**src/rtl/jtag_tap_ctrl.sv**
```systemverilog
// jtag_tap_ctrl: IEEE 1149.1 TAP controller fronting the SoC debug unit.
// Runs the 16-state TAP FSM, a 4-bit IR and the BYPASS/IDCODE/USERCODE DRs,
// and forwards a DEBUG select/TDI/TDO channel to the advanced debug interface.
// Ports:
//   jtag_tck/jtag_trst      TAP clock (both edges) / async active-high reset
//   jtag_tms/jtag_tdi       mode select and serial data in (sampled on rising tck)
//   jtag_tdo/jtag_tdo_oe    serial data out and its enable (updated on falling tck)
//   tap_tck, tap_*          buffered clock and TAP state strobes for the debug unit
//   dbg_sel/dbg_tdi/dbg_tdo DEBUG instruction select, forwarded TDI, returned data
module jtag_tap_ctrl #(
  parameter string       TECHNOLOGY    = "Generic",
  parameter logic [31:0] JTAG_IDCODE   = 32'h000009DD,
  parameter logic [31:0] JTAG_USERCODE = 32'h00000000
) (
  input  logic jtag_tck,
  input  logic jtag_trst,
  input  logic jtag_tms,
  input  logic jtag_tdi,
  output logic jtag_tdo,
  output logic jtag_tdo_oe,
  output logic tap_tck,
  output logic tap_TestLogicReset,
  output logic tap_CaptureDR,
  output logic tap_ShiftDR,
  output logic tap_PauseDR,
  output logic tap_UpdateDR,
  output logic dbg_sel,
  output logic dbg_tdi,
  input  logic dbg_tdo
);

  // Only the generic implementation exists; every technology maps onto it.
  if (TECHNOLOGY != "Generic") begin : g_tech_generic
  end

  typedef enum logic [3:0] {
    ST_TLR, ST_RTI,
    ST_SEL_DR, ST_CAP_DR, ST_SH_DR, ST_EX1_DR, ST_PAUSE_DR, ST_EX2_DR, ST_UPD_DR,
    ST_SEL_IR, ST_CAP_IR, ST_SH_IR, ST_EX1_IR, ST_PAUSE_IR, ST_EX2_IR, ST_UPD_IR
  } tap_state_e;

  localparam logic [3:0] OP_IDCODE   = 4'h2;
  localparam logic [3:0] OP_USERCODE = 4'h7;
  localparam logic [3:0] OP_DEBUG    = 4'h8;

  tap_state_e  state_q, state_d;
  logic [3:0]  ir_q, ir_d;
  logic [3:0]  ir_sr_q, ir_sr_d;
  logic        bypass_q, bypass_d;
  logic [31:0] idcode_sr_q, idcode_sr_d;
  logic [31:0] usercode_sr_q, usercode_sr_d;
  logic        tdo_q, tdo_d;
  logic        tdo_oe_q, tdo_oe_d;
  logic        sel_idcode, sel_usercode, sel_debug;

  // FSM next state
  always_comb begin
    state_d = state_q;
    unique case (state_q)
      ST_TLR:      state_d = jtag_tms ? ST_TLR      : ST_RTI;
      ST_RTI:      state_d = jtag_tms ? ST_SEL_DR   : ST_RTI;
      ST_SEL_DR:   state_d = jtag_tms ? ST_SEL_IR   : ST_CAP_DR;
      ST_CAP_DR:   state_d = jtag_tms ? ST_EX1_DR   : ST_SH_DR;
      ST_SH_DR:    state_d = jtag_tms ? ST_EX1_DR   : ST_SH_DR;
      ST_EX1_DR:   state_d = jtag_tms ? ST_UPD_DR   : ST_PAUSE_DR;
      ST_PAUSE_DR: state_d = jtag_tms ? ST_EX2_DR   : ST_PAUSE_DR;
      ST_EX2_DR:   state_d = jtag_tms ? ST_UPD_DR   : ST_SH_DR;
      ST_UPD_DR:   state_d = jtag_tms ? ST_SEL_DR   : ST_RTI;
      ST_SEL_IR:   state_d = jtag_tms ? ST_TLR      : ST_CAP_IR;
      ST_CAP_IR:   state_d = jtag_tms ? ST_EX1_IR   : ST_SH_IR;
      ST_SH_IR:    state_d = jtag_tms ? ST_EX1_IR   : ST_SH_IR;
      ST_EX1_IR:   state_d = jtag_tms ? ST_UPD_IR   : ST_PAUSE_IR;
      ST_PAUSE_IR: state_d = jtag_tms ? ST_EX2_IR   : ST_PAUSE_IR;
      ST_EX2_IR:   state_d = jtag_tms ? ST_UPD_IR   : ST_SH_IR;
      ST_UPD_IR:   state_d = jtag_tms ? ST_SEL_DR   : ST_RTI;
    endcase
  end

  // Undefined opcodes, EXTEST, SAMPLE_PRELOAD and MBIST all fall through to bypass.
  assign sel_idcode   = (ir_q == OP_IDCODE);
  assign sel_usercode = (ir_q == OP_USERCODE);
  assign sel_debug    = (ir_q == OP_DEBUG);

  // Instruction and data register paths
  always_comb begin
    ir_sr_d       = ir_sr_q;
    ir_d          = ir_q;
    bypass_d      = bypass_q;
    idcode_sr_d   = idcode_sr_q;
    usercode_sr_d = usercode_sr_q;

    if (state_q == ST_CAP_IR)     ir_sr_d = 4'b0101;
    else if (state_q == ST_SH_IR) ir_sr_d = {jtag_tdi, ir_sr_q[3:1]};

    if (state_q == ST_UPD_IR) ir_d = ir_sr_q;
    if (state_d == ST_TLR)    ir_d = OP_IDCODE;

    if (state_q == ST_CAP_DR) begin
      if (sel_idcode)        idcode_sr_d   = JTAG_IDCODE;
      else if (sel_usercode) usercode_sr_d = JTAG_USERCODE;
      else if (!sel_debug)   bypass_d      = 1'b0;
    end else if (state_q == ST_SH_DR) begin
      if (sel_idcode)        idcode_sr_d   = {jtag_tdi, idcode_sr_q[31:1]};
      else if (sel_usercode) usercode_sr_d = {jtag_tdi, usercode_sr_q[31:1]};
      else if (!sel_debug)   bypass_d      = jtag_tdi;
    end
  end

  // TDO mux, registered on the falling edge
  always_comb begin
    tdo_d    = 1'b0;
    tdo_oe_d = 1'b0;
    if (state_q == ST_SH_IR) begin
      tdo_d    = ir_sr_q[0];
      tdo_oe_d = 1'b1;
    end else if (state_q == ST_SH_DR) begin
      tdo_oe_d = 1'b1;
      if (sel_idcode)        tdo_d = idcode_sr_q[0];
      else if (sel_usercode) tdo_d = usercode_sr_q[0];
      else if (sel_debug)    tdo_d = dbg_tdo;
      else                   tdo_d = bypass_q;
    end
  end

  always_ff @(posedge jtag_tck or posedge jtag_trst) begin
    if (jtag_trst) begin
      state_q       <= ST_TLR;
      ir_q          <= OP_IDCODE;
      ir_sr_q       <= '0;
      bypass_q      <= 1'b0;
      idcode_sr_q   <= '0;
      usercode_sr_q <= '0;
    end else begin
      state_q       <= state_d;
      ir_q          <= ir_d;
      ir_sr_q       <= ir_sr_d;
      bypass_q      <= bypass_d;
      idcode_sr_q   <= idcode_sr_d;
      usercode_sr_q <= usercode_sr_d;
    end
  end

  always_ff @(negedge jtag_tck or posedge jtag_trst) begin
    if (jtag_trst) begin
      tdo_q    <= 1'b0;
      tdo_oe_q <= 1'b0;
    end else begin
      tdo_q    <= tdo_d;
      tdo_oe_q <= tdo_oe_d;
    end
  end

  assign jtag_tdo           = tdo_q;
  assign jtag_tdo_oe        = tdo_oe_q;
  assign tap_tck            = jtag_tck;
  assign tap_TestLogicReset = (state_q == ST_TLR);
  assign tap_CaptureDR      = (state_q == ST_CAP_DR);
  assign tap_ShiftDR        = (state_q == ST_SH_DR);
  assign tap_PauseDR        = (state_q == ST_PAUSE_DR);
  assign tap_UpdateDR       = (state_q == ST_UPD_DR);
  assign dbg_sel            = sel_debug;
  assign dbg_tdi            = jtag_tdi;

endmodule

```
**config.mk**
```make
export PLATFORM = sky130hd
export DESIGN_NAME = jtag_tap_ctrl
export DESIGN_NICKNAME = d
export VERILOG_FILES = /design/src/rtl/jtag_tap_ctrl.sv
export SDC_FILE = /design/constraint.sdc
export NUM_CORES = 1
export LEC_CHECK = 0
export CAP_MARGIN = 5
export CORE_MARGIN = 1
export CORE_UTILIZATION = 60
export DETAILED_ROUTE_END_ITERATION = 16
export GPL_TIMING_DRIVEN = 0
export PLACE_DENSITY = 0.75
export SLEW_MARGIN = 15
export SYNTH_ARGS = -nofsm -noshare
export SYNTH_HDL_FRONTEND = slang
export SYNTH_SLANG_ARGS = --single-unit
```
**constraint.sdc**
```tcl
create_clock -name jtag_tck -period 3 [get_ports jtag_tck]
set_clock_uncertainty 0.1 [all_clocks]
set_input_delay 0.6 -clock jtag_tck [delete_from_list [all_inputs] [get_ports jtag_tck]]
set_output_delay 0.6 -clock jtag_tck [all_outputs]
set_load 0.01 [all_outputs]
```
# Yosys cells after proc, flatten, opt, wreduce, memory -nomap -nowiden
# Index checks and enable logic that the tools add are counted.
dict set report totals {
  reg_bits 79
}
dict set report op_classes {
  eq_ne 18
  n_bitwise 3
  reduce_logical 11
  muxes 42
}
# operator n
set op_table {}
lappend op_table {{32-bit two-way mux} 10}
lappend op_table {{4-bit case mux with 12 select lines} 1}
lappend op_table {{4-bit equality test, second input constant} 9}
lappend op_table {{4-bit two-way mux} 8}
lappend op_table {{4-bit by 3-bit equality test with 1-bit output, second input constant} 5}
lappend op_table {{1-bit two-way mux} 18}
lappend op_table {{4-bit by 2-bit equality test with 1-bit output, second input constant} 3}
lappend op_table {{4-bit zero test} 2}
lappend op_table {{2-bit two-way mux} 3}
lappend op_table {{3-bit two-way mux} 2}
lappend op_table {{2-bit nonzero test} 3}
lappend op_table {{4-bit by 1-bit equality test with 1-bit output, second input constant} 1}
lappend op_table {{4-bit AND reduction} 1}
lappend op_table {{2-bit OR reduction} 2}
lappend op_table {{1-bit NOT} 3}
lappend op_table {{3-bit AND reduction} 1}
lappend op_table {{3-bit OR reduction} 1}
lappend op_table {{2-bit AND reduction} 1}

# Logic depth before layout (Yosys ltp)
# Gate-level depths: netlist (run 1).
dict set report logic_depth {
  depth_word 6
  ltp_mapped 7
  depth_no_buf 5
}

==> impl_metrics.env, run 1 <==
export IMPL_setup_viol=3
export IMPL_synth_ff_latch_count=79
export IMPL_met2_wirelength_um=3080
export IMPL_power_density_nw_per_um2=891
export IMPL_grt_pass1_wl_um=11400
export IMPL_grt_usage=0.242
export IMPL_finish_instance_area_um2=4050
export IMPL_layout_cells_non_filler=496
export IMPL_synthArstFlopShare=1.00
export IMPL_antenna_found_initial=0
export IMPL_ant_nets=0
export IMPL_routed_via_count=2676
export IMPL_drcViolationCount=0
export IMPL_area_growth_pct=15.4
export IMPL_synth_largest_area_cell="dfrtp_1"
export IMPL_dp_slack_ns=-0.431
export IMPL_slowest_delay_ns=0.38
export IMPL_num_antenna_cells=0
export IMPL_wl_per_cell_um=13.3
export IMPL_die_h_um=78.5
export IMPL_cp_max_fo=1
export IMPL_synth_most_common_cell="nand2_1"
export IMPL_m1WireLength_um=3240
export IMPL_vias_per_cell=5.40
export IMPL_wl_met3_um=180
export IMPL_clk_pin_slew_worst_paths_ns=0.08
export IMPL_top_layer="met4"
export IMPL_cap_violations=0
export IMPL_syn_inst=389
export IMPL_ios=15
export IMPL_crit_family="flip-flops"
export IMPL_dieArea_um2=6160
export IMPL_cts_tree="done"
export IMPL_synthFlopType="dfrtp_1"
export IMPL_netlist_top_cells_area="dfrtp_1 54%, nand2_1 14%, o21ai_0 5.4%, o21ai_1 5.1%, nor2_1 1.8%"
export IMPL_routabilityCongestion=0.757
export IMPL_dp_hpwl_um=4380
export IMPL_drv_slew=0
export IMPL_clock_latency_ns=0.45
export IMPL_worst_pin_slew_ns=0.475
export IMPL_setup_tns_ns=-0.320
export IMPL_ys_types=43
export IMPL_fin_ws_ns=-0.139
export IMPL_synth_edf_count=0
export IMPL_portBuffers=14
export IMPL_yosysTopAreaCellShare=0.542
export IMPL_syn_avg_cell_area_um2=9.02
export IMPL_min_path_type="flip-flop to flip-flop"
export IMPL_max_slew_margin_rel=0.683
export IMPL_worstPathRequired_ns=2.30
export IMPL_p_leak_nw=1.77
export IMPL_drt_initial_drc_count=130
export IMPL_r2r_start="ir_q[3]"
export IMPL_routed_wl_um=6610
export IMPL_rows=27
export IMPL_initial_utilization=0.629
export IMPL_endpoint_kind="output port"
export IMPL_core_area_um2=5570
export IMPL_crit_end="jtag_tdo_oe"
export IMPL_fin_nets=424
export IMPL_dp_cells=477
export IMPL_critPathLaunch="jtag_tdo_oe"
export IMPL_vdd_ir_drop_max_mv=0.630
export IMPL_r2r_cells=4
export IMPL_syn_nets=394
export IMPL_reg2reg_slack_ns=-0.05
export IMPL_fillers=434
export IMPL_startpoint_type="flip-flop"
export IMPL_drt_first_pass_iters=4
export IMPL_failed_checks="setup timing"
export IMPL_holdCritStartpoint="usercode_sr_q[2]"
export IMPL_status="complete, but fails checks"
export IMPL_path_cells="buf_2"
export IMPL_fp_dieW_um=78.5
export IMPL_dpl_instance_area_um2=3790
export IMPL_ctsHoldBuffers=0
export IMPL_crit_buf_inv=1
export IMPL_netlist_area_um2=3510
export IMPL_cp_slowest_cell="dfrtn_1"
export IMPL_drive_gt1_frac=0.142
export IMPL_crit_reg2reg_capture="jtag_tdo"
export IMPL_worstSetupPathType="flip-flop to output port"
export IMPL_hold_violations=0
export IMPL_grt_overflow_total=0
export IMPL_yosys_top_cells_count="131 x nand2_1, 76 x dfrtp_1, 38 x o21ai_0"
export IMPL_cp_num_cells=1
export IMPL_synth_warnings=0
export IMPL_grt_max_degree=33
export IMPL_rsz0062_at_grt="yes"
export IMPL_ys_seq_area_frac=0.564
export IMPL_grt_pass1_vias=2531
export IMPL_crit_arrival_ns=2.44
[cell type report]
type | instances | area [µm²] | share of cell area
clock inverters | 5 | 82.6 | 0.0204
repair buffers | 16 | 168 | 0.0414
multi-input cells | 274 | 1360 | 0.336
well taps | 72 | 90.1 | 0.0222
clock buffers | 15 | 181 | 0.0448
inverters | 6 | 26.3 | 0.00649
flip-flops and latches | 79 | 1980 | 0.489
plain buffers | 29 | 159 | 0.0392
[worst min path at each step]
stage,cells past startpoint,endpoint
global placement,2,usercode_sr_q[15]
CTS,2,usercode_sr_q[15]
floorplan,2,idcode_sr_q[23]
detailed placement,2,usercode_sr_q[15]
global route,2,usercode_sr_q[1]
finish,2,usercode_sr_q[2]
[per-layer routing]
metal	global-route usage	vias up
li1	-	1342
met1	0.332	1285
met2	0.380	38
met3	0.0407	11
met4	0.111	0
met5	0	-
[per-stage QoR]
stage          total power [mW]  hold slack [ns]   util
3_3_place_gp               2.63            0.361  0.673
3_5_place_dp               2.68            0.371  0.680
6_report                   3.61            0.387  0.727
2_1_floorplan              2.34            0.350      -
5_1_grt                    3.86            0.404  0.727
4_1_cts                    3.63            0.390  0.726
[repair_timing]
action	4_1_cts	5_1_grt
pin swaps	1	1
endpoints found under the hold margin	0	0
resized for setup	12	5
setup endpoints to repair	4	5
setup buffers	1	0
[cell families (layout without fill, tap and decap cells)]
group,after synthesis,count (layout),share of synthesized area
AND/OR/NAND/NOR,177,177,0.218
AO/OA/AOI/OAI,91,91,0.149
flip-flops,79,79,0.564
buffers and inverters,36,71,0.0517
multiplexers,5,5,0.0146
XOR/XNOR,1,1,0.00250
[power by group]
part           total [mW]  internal, mW  switching, mW
logic                1.20         0.466          0.737
registers            1.42          1.28          0.135
clock network       0.987         0.584          0.403
total                3.61          2.33           1.27
[layout by cell type, fill, tap and decap left out, types with 4 or more instances in the layout]
| cell | count |
|---|---|
| buf_4 | 9 |
| a21oi_1 | 6 |
| clkbuf_8 | 12 |
| nor3_1 | 5 |
| o21ai_1 | 37 |
| clkdlybuf4s50_1 | 11 |
| nor2_1 | 17 |
| buf_2 | 12 |
| inv_1 | 4 |
| dfrtp_1 | 74 |
| nand3_1 | 4 |
| o21ai_0 | 37 |
| nand2_1 | 131 |
| clkbuf_2 | 6 |
| mux2i_1 | 4 |
| clkbuf_1 | 7 |
| nand2b_1 | 4 |
[registers in the layout, summed over array words and instances, names as in the netlist]
signal and cells:
ir_q 4, jtag_tdo_oe 1, usercode_sr_q 32, state_q 4
bypass_q 1, idcode_sr_q 32, jtag_tdo 1, ir_sr_q 4
Note: power is estimated with default switching activity, not from simulation.
==> run 2: changes to the inputs <==
--- a/config.mk
+++ b/config.mk
@@ -6,7 +6,6 @@
 export NUM_CORES = 1
 export LEC_CHECK = 0
 export CAP_MARGIN = 5
-export CORE_MARGIN = 1
 export CORE_UTILIZATION = 60
 export DETAILED_ROUTE_END_ITERATION = 16
 export GPL_TIMING_DRIVEN = 0
==> results of run 2 <==
The final DEF is identical to that of run 1; final timing and power are the same.
